**config.mk**
```make
export PLATFORM = sky130hd
export DESIGN_NAME = ioctl_rom_dip_loader_flat
export DESIGN_NICKNAME = d
export VERILOG_FILES = /design/src/rtl/ioctl_rom_dip_loader_if.sv /design/src/rtl/ioctl_rom_dip_loader.sv /design/src/flat_wrapper.sv
export SDC_FILE = /design/constraint.sdc
export NUM_CORES = 1
export LEC_CHECK = 0
export BUFFER_PORTS_ARGS = -buffer_cell sky130_fd_sc_hd__buf_2
export CORE_ASPECT_RATIO = 1.1
export CORE_MARGIN = 5
export CORE_UTILIZATION = 40
export CTS_BUF_LIST = sky130_fd_sc_hd__clkbuf_2
export CTS_CLUSTER_DIAMETER = 60
export DETAILED_ROUTE_END_ITERATION = 6
export HOLD_SLACK_MARGIN = 0.12
export PLACE_DENSITY_LB_ADDON = 0.3
export RECOVER_POWER = 100
export SETUP_SLACK_MARGIN = 0.2
export SYNTH_ARGS = -nofsm -noshare
export SYNTH_HDL_FRONTEND = slang
export SYNTH_SLANG_ARGS = --single-unit
```
**constraint.sdc**
```tcl
create_clock -name clk_sys -period 5.61 [get_ports clk_sys]
set_input_delay 0.8415 -clock clk_sys [delete_from_list [all_inputs] [get_ports clk_sys]]
set_output_delay 0.8415 -clock clk_sys [all_outputs]
set_load 0.02 [all_outputs]
```
**src/rtl/ioctl_rom_dip_loader_if.sv**
```systemverilog
// hps_io ioctl download stream plus the ROM write req/ack handshake toward the core.
// master = hps_io/ROM target side, slave = the loader.
interface ioctl_rom_dip_loader_if #(
  parameter int REGION_AW = 16,
  parameter int RSEL_W    = 2
);
  logic                 ioctl_download;
  logic [7:0]           ioctl_index;
  logic                 ioctl_wr;
  logic [24:0]          ioctl_addr;
  logic [7:0]           ioctl_dout;
  logic                 ioctl_wait;
  logic                 rom_wr_req;
  logic [RSEL_W-1:0]    rom_region;
  logic [REGION_AW-1:0] rom_addr;
  logic [7:0]           rom_data;
  logic                 rom_wr_ack;

  modport master (
    output ioctl_download, ioctl_index, ioctl_wr, ioctl_addr, ioctl_dout, rom_wr_ack,
    input  ioctl_wait, rom_wr_req, rom_region, rom_addr, rom_data
  );

  modport slave (
    input  ioctl_download, ioctl_index, ioctl_wr, ioctl_addr, ioctl_dout, rom_wr_ack,
    output ioctl_wait, rom_wr_req, rom_region, rom_addr, rom_data
  );
endinterface

```
**src/rtl/ioctl_rom_dip_loader.sv**
```systemverilog
// Routes the hps_io ioctl stream: ROM bytes to NUM_REGIONS regions over req/ack,
// DIP bank and mod byte capture, plus download status and sticky error flags.
module ioctl_rom_dip_loader #(
  parameter int NUM_REGIONS = 4,
  parameter int REGION_AW   = 16,
  parameter int DIP_BYTES   = 8,
  parameter int ROM_INDEX   = 0,
  parameter int MOD_INDEX   = 1,
  parameter int DIP_INDEX   = 254
) (
  input  logic                   clk_sys,
  input  logic                   reset,
  ioctl_rom_dip_loader_if.slave  bus,
  output logic [8*DIP_BYTES-1:0] dip_out,
  output logic [7:0]             mod_out,
  output logic                   mod_valid,
  output logic [24:0]            byte_count,
  output logic                   rom_loaded,
  output logic                   rom_done,
  output logic                   err_ovf,
  output logic                   err_proto
);
  localparam int RSEL_W = (NUM_REGIONS > 1) ? $clog2(NUM_REGIONS) : 1;
  localparam logic [25:0] ROM_SIZE = 26'(NUM_REGIONS) << REGION_AW;
  localparam logic [7:0]  ROM_IDX  = 8'(ROM_INDEX);
  localparam logic [7:0]  MOD_IDX  = 8'(MOD_INDEX);
  localparam logic [7:0]  DIP_IDX  = 8'(DIP_INDEX);

  typedef enum logic [1:0] {IDLE, WRITE, FINISH} state_t;
  state_t state, state_nxt;

  logic dl_p1, rom_active, end_pending, start_pending;
  logic is_rom, dl_rise, dl_fall, rom_wr, in_range;
  logic accept, ovf_evt, proto_evt, start_now, ack_seen;

  always_comb begin
    is_rom    = (bus.ioctl_index == ROM_IDX);
    dl_rise   = bus.ioctl_download & ~dl_p1;
    dl_fall   = ~bus.ioctl_download & dl_p1 & rom_active;
    rom_wr    = bus.ioctl_wr & is_rom;
    in_range  = ({1'b0, bus.ioctl_addr} < ROM_SIZE);
    accept    = (state == IDLE) && rom_wr && bus.ioctl_download && in_range;
    ovf_evt   = (state == IDLE) && rom_wr && bus.ioctl_download && !in_range;
    proto_evt = (state == WRITE) && rom_wr;
    ack_seen  = (state == WRITE) && bus.rom_wr_ack;
    // a start seen during the done pulse is deferred so the pulse and rom_loaded stick
    start_now = (state != FINISH) && ((dl_rise && is_rom) || start_pending);
  end

  always_ff @(posedge clk_sys or posedge reset) begin
    if (reset) state <= IDLE;
    else       state <= state_nxt;
  end

  always_comb begin
    state_nxt = state;
    case (state)
      IDLE:    if (accept)       state_nxt = WRITE;
               else if (dl_fall) state_nxt = FINISH;
      WRITE:   if (bus.rom_wr_ack) state_nxt = (end_pending || dl_fall) ? FINISH : IDLE;
      FINISH:  state_nxt = IDLE;
      default: state_nxt = IDLE;
    endcase
  end

  always_comb begin
    rom_done = (state == FINISH);
  end

  always_ff @(posedge clk_sys or posedge reset) begin
    if (reset) begin
      dl_p1          <= 1'b0;
      rom_active     <= 1'b0;
      end_pending    <= 1'b0;
      start_pending  <= 1'b0;
      bus.rom_wr_req <= 1'b0;
      bus.ioctl_wait <= 1'b0;
      rom_loaded     <= 1'b0;
      err_ovf        <= 1'b0;
      err_proto      <= 1'b0;
      byte_count     <= '0;
    end else begin
      dl_p1 <= bus.ioctl_download;
      if (dl_rise && is_rom) rom_active <= 1'b1;
      else if (dl_fall)      rom_active <= 1'b0;
      end_pending   <= (state == WRITE) && (state_nxt == WRITE) && (end_pending || dl_fall);
      start_pending <= (state == FINISH) && dl_rise && is_rom;

      if (accept) begin
        bus.rom_wr_req <= 1'b1;
        bus.ioctl_wait <= 1'b1;
      end else if (ack_seen) begin
        bus.rom_wr_req <= 1'b0;
        bus.ioctl_wait <= 1'b0;
      end

      if (start_now)              byte_count <= accept ? 25'd1 : 25'd0;
      else if (accept && byte_count != '1) byte_count <= byte_count + 25'd1;

      if (start_now)               rom_loaded <= 1'b0;
      else if (state == FINISH)    rom_loaded <= 1'b1;
      err_ovf   <= (err_ovf   & ~start_now) | ovf_evt;
      err_proto <= (err_proto & ~start_now) | proto_evt;
    end
  end

  always_ff @(posedge clk_sys or posedge reset) begin
    if (reset) begin
      bus.rom_region <= '0;
      bus.rom_addr   <= '0;
      bus.rom_data   <= '0;
      dip_out        <= '0;
      mod_out        <= '0;
      mod_valid      <= 1'b0;
    end else begin
      if (accept) begin
        bus.rom_region <= bus.ioctl_addr[REGION_AW +: RSEL_W];
        bus.rom_addr   <= bus.ioctl_addr[REGION_AW-1:0];
        bus.rom_data   <= bus.ioctl_dout;
      end
      for (int n = 0; n < DIP_BYTES; n++) begin
        if (bus.ioctl_wr && bus.ioctl_index == DIP_IDX && bus.ioctl_addr == 25'(n))
          dip_out[8*n +: 8] <= bus.ioctl_dout;
      end
      if (bus.ioctl_wr && bus.ioctl_index == MOD_IDX && bus.ioctl_addr == 25'd0) begin
        mod_out   <= bus.ioctl_dout;
        mod_valid <= 1'b1;
      end
    end
  end
endmodule

```
**src/flat_wrapper.sv**
```systemverilog
// flat-port wrapper written by rule: the top's interface ports become plain ports
module ioctl_rom_dip_loader_flat 
#(
  parameter int NUM_REGIONS = 4,
  parameter int REGION_AW   = 16,
  parameter int DIP_BYTES   = 8,
  parameter int ROM_INDEX   = 0,
  parameter int MOD_INDEX   = 1,
  parameter int DIP_INDEX   = 254
)
  (clk_sys, reset, dip_out, mod_out, mod_valid, byte_count, rom_loaded, rom_done, err_ovf, err_proto, bus_ioctl_download, bus_ioctl_index, bus_ioctl_wr, bus_ioctl_addr, bus_ioctl_dout, bus_rom_wr_ack, bus_ioctl_wait, bus_rom_wr_req, bus_rom_region, bus_rom_addr, bus_rom_data);
  ioctl_rom_dip_loader_if #(.REGION_AW(REGION_AW), .RSEL_W((2))) bus_i ();
  input  logic clk_sys;
  input  logic reset;
  output logic [8*DIP_BYTES-1:0] dip_out;
  output logic [7:0] mod_out;
  output logic mod_valid;
  output logic [24:0] byte_count;
  output logic rom_loaded;
  output logic rom_done;
  output logic err_ovf;
  output logic err_proto;
  input wire logic [$bits(bus_i.ioctl_download)-1:0] bus_ioctl_download;
  input wire logic [$bits(bus_i.ioctl_index)-1:0] bus_ioctl_index;
  input wire logic [$bits(bus_i.ioctl_wr)-1:0] bus_ioctl_wr;
  input wire logic [$bits(bus_i.ioctl_addr)-1:0] bus_ioctl_addr;
  input wire logic [$bits(bus_i.ioctl_dout)-1:0] bus_ioctl_dout;
  input wire logic [$bits(bus_i.rom_wr_ack)-1:0] bus_rom_wr_ack;
  output wire logic [$bits(bus_i.ioctl_wait)-1:0] bus_ioctl_wait;
  output wire logic [$bits(bus_i.rom_wr_req)-1:0] bus_rom_wr_req;
  output wire logic [$bits(bus_i.rom_region)-1:0] bus_rom_region;
  output wire logic [$bits(bus_i.rom_addr)-1:0] bus_rom_addr;
  output wire logic [$bits(bus_i.rom_data)-1:0] bus_rom_data;
  assign bus_i.ioctl_download = bus_ioctl_download;
  assign bus_i.ioctl_index = bus_ioctl_index;
  assign bus_i.ioctl_wr = bus_ioctl_wr;
  assign bus_i.ioctl_addr = bus_ioctl_addr;
  assign bus_i.ioctl_dout = bus_ioctl_dout;
  assign bus_i.rom_wr_ack = bus_rom_wr_ack;
  assign bus_ioctl_wait = bus_i.ioctl_wait;
  assign bus_rom_wr_req = bus_i.rom_wr_req;
  assign bus_rom_region = bus_i.rom_region;
  assign bus_rom_addr = bus_i.rom_addr;
  assign bus_rom_data = bus_i.rom_data;
  ioctl_rom_dip_loader #(.NUM_REGIONS(NUM_REGIONS), .REGION_AW(REGION_AW), .DIP_BYTES(DIP_BYTES), .ROM_INDEX(ROM_INDEX), .MOD_INDEX(MOD_INDEX), .DIP_INDEX(DIP_INDEX)) u_core (.clk_sys(clk_sys), .reset(reset), .bus(bus_i), .dip_out(dip_out), .mod_out(mod_out), .mod_valid(mod_valid), .byte_count(byte_count), .rom_loaded(rom_loaded), .rom_done(rom_done), .err_ovf(err_ovf), .err_proto(err_proto));
endmodule
```
==> results.md <==
* CP required at 6.19 ns
* Mux contribution to synthesized area at 14.34%
* Core area at 0.01391 mm²
* Fin area at between 0.006 and 0.007 mm²
* Core Rows at 45
* Nets@finish at 721
* Yosys warnings at 0
* CTS sink cnt at 134
* Synthesized instance count at 499
* Hold WS at 0.3616 ns
* Adder-cell share of the synthesized area at 0.2186%
* Cts repair resizes at 0
* Hold endpoint: u_core.dl_p1
* Post-synth ARST share at 100.0%
* Worst path arrival time at between 3 and 4 ns
* Pre-CTS setup slack at 2.458 ns
* Post-synth EDFFs at 0
* Starting DRT DRC Count at 237
* RSZ-0062 raised after global routing: false
* CP max stage delay at 1.45 ns
* Area Growth Syn to Fin at 18.06%
* Post-synthesis xor/xnor area fraction at 0%
* Worst-margin pin slew at roughly 3.4 ns
* Hold_buf cts at 0
* Most frequent cells in the layout: dfrtp_1 (134), clkbuf_1 (133), nand2_1 (100), mux2_2 (72), buf_2 (43)
* R2R Path Start: u_core.state[1]
* Mean Syn Cell Area at 11.47 µm²
* Critical path class: input pin to flip-flop
* Pwr dens at roughly 230 mW/mm²
* Setup-failing EPs final at 0
* R2R cell count at 5
* Worst-Skew Late Latency at 0.68 ns
* Setup slack after layout at 2.617 ns
* Post-synthesis simple-gate area fraction at 18.56%
* Post-route ant nets at 0
* Worst Setup End Kind: flip-flop
* Die span in y at 135.5 µm
* CTS Root Cell: clkbuf_2
* Largest net degree at the start of global routing at 79
* Compound-gate portion of the synthesized area at 6.122%
* CTS Buffer Depth at 2
* DRC Markers at 0
* FF-to-FF End: u_core.byte_count[0]
* HP Start: bus_ioctl_download
* Max-slew headroom at -130.8%
* Grt ovf at 0
* Syn nets at 546
* Failing checks: max-capacitance violations, max-slew violations
* # fillers at 1387
* Critical path peak fanout at 9
* Min cycle time layout at 2.993 ns
* CP Cell Sequence: buf_2 > nor3_1 > nand2_1 > nor4_1 > mux2_2
* Layout cells sized above 1 at 21.41%
* Initial antenna violation count at 0
* Clk pin slew, worst setup/hold paths at 0.18 ns
* Final Wtd Congestion at 0.8908
* CTS Buf Count at 17
* Final hold viol count at 0
* Wirelength per Cell at 17.64 µm
* Most common cell after layout, fill and taps aside: dfrtp_1
* FF+latch count, synth at 134
* Setup TNS at 0 ns
* # H-tree levels at 4
* Element type at the critical path start: input pin
* Hold Crit Class: input pin to flip-flop
* Largest family of logic cells by synthesized area: simple AND/OR/NAND/NOR gates
* Ys flop type: dfrtp_1
* Die Area at between 0.015 and 0.02 mm²
* Ports at 176
* Period utilisation layout at 53.36%
* TritonRoute pass-1 iters at 7
* Detail Placement HPWL at 11.41 mm
* Antenna fix cells at 0
* Yosys cell types at 45
* Netlist Area Pre-Place at about 0.0057 mm²
* Placed instance area at around 0.0068 mm²
* Via-to-Cell Ratio at 5.321
* Initial Util at 41.15%
* Vias post-DR at 4629
* GR Util All Layers at about a fifth
* Fin Clk Skew at 0.01798 ns
* Post-CTS Setup Bufs at 0
* Die Wd at ~120 µm
* Vias in the first global route at 4611
* Pins Over Slew Limit at 155
* PnR Total Power at ~0.0015 W
* First-pass GRT wire length at 24.22 mm
* Fmax at 0.3341 GHz
* Internal reg-to-reg setup slack at between 2 and 3 ns
* Buffers on Ports at 175
* Leakage at roughly 3.2 nW
* Slowest-stage cell, CP: nor4_1
* Total wire length at 15.34 mm
* Max-cap violations at 4
* Worst ir drop on vdd at 0.1462 mV
* Sequential share of the synthesized area at ~59%
* Status: finished with violations
* Hold path depth at 1
* CTS tree: done
[sequential cells by signal, indices dropped and copies added, names as in the netlist, 2 cells and up]
name                   cells
u_core.bus.rom_addr       16
u_core.bus.rom_data        8
u_core.bus.rom_region      2
u_core.byte_count         25
u_core.dip_out            64
u_core.mod_out             8
u_core.state               2
[worst max path at each step]
stage / startpoint / end / slack (ns) / depth (start not counted)
detailed placement: bus_ioctl_addr[23] / u_core.mod_out[3] / 2.46 / 5
global route: reset / u_core.dip_out[23] / 2.06 / 3
finish: bus_ioctl_addr[23] / u_core.mod_out[3] / 2.62 / 5
global placement: bus_ioctl_addr[15] / u_core.mod_out[2] / 2.41 / 5
floorplan: reset / u_core.bus.rom_addr[0] / 1.19 / 1
CTS: u_core.state[0] / rom_done / 3.03 / 4
[final cells by class]
cell class,instances,area [µm²],share of cell area (%)
flip-flops and latches,134,3353,49.63
well taps,188,235.2,3.481
multi-input cells,334,2225,32.93
inverters,10,38.79,0.5741
clock buffers,19,95.09,1.407
clock inverters,8,87.58,1.296
repair buffers,177,721.9,10.69
[routing by layer]
layer  part of all wire, %  GRT usage, %  vias up
met5                     0             0        -
met4                   1.6         6.208        0
met2                    47         28.76      176
met3                    10         8.229       16
li1                      -             -     2132
met1                    41         23.53     2305
[worst max-delay path: cells and delay by family]
family / cells / cell delay (ns)
AND/OR/NAND/NOR: 3 / 2.18
buffers and inverters: 1 / 0.10
multiplexers: 1 / 0.44
[cells by family (layout without fill, tap and decap cells)]
kind of cell	count (synthesis)	in the layout
AND/OR/NAND/NOR	205	205
flip-flops	134	134
multiplexers	73	73
AO/OA/AOI/OAI	55	55
buffers and inverters	31	214
adder cells (fa/ha/maj)	1	1
[metrics by stage]
stage,util (%),cells
6_report,48.58,870
5_1_grt,48.58,870
3_5_place_dp,48.66,843
4_1_cts,49.98,870
3_3_place_gp,48.66,843
2_1_floorplan,-,499
[synthesized netlist by cell type, types with 3 or more instances]
cell / instances / area share, %
mux2_2: 72 / 14
nand2b_1: 3 / 0.33
a21oi_1: 23 / 2.0
o31ai_1: 14 / 1.8
clkbuf_1: 11 / 0.72
nor3_1: 7 / 0.61
nand2_1: 99 / 6.5
o21ai_0: 8 / 0.70
and2_1: 5 / 0.55
dfrtp_1: 134 / 59
nand3_1: 14 / 1.2
and4_1: 6 / 0.92
and3_1: 3 / 0.33
buf_1: 6 / 0.39
or3_1: 7 / 0.77
nand4_1: 15 / 1.6
inv_1: 10 / 0.66
or4_1: 13 / 1.7
nor4_1: 4 / 0.44
nor2b_1: 4 / 0.44
nor2_1: 13 / 0.85
[power breakdown]
| group | internal (W) | total (W) | switching (W) |
|---|---|---|---|
| registers | 0.000968 | 0.000969 | 0.000000710 |
| clock network | 0.000190 | 0.000508 | 0.000319 |
| logic | 0.0000160 | 0.0000618 | 0.0000458 |
| total | 0.00117 | 0.00154 | 0.000365 |
Power figures use the tool's default switching activity.
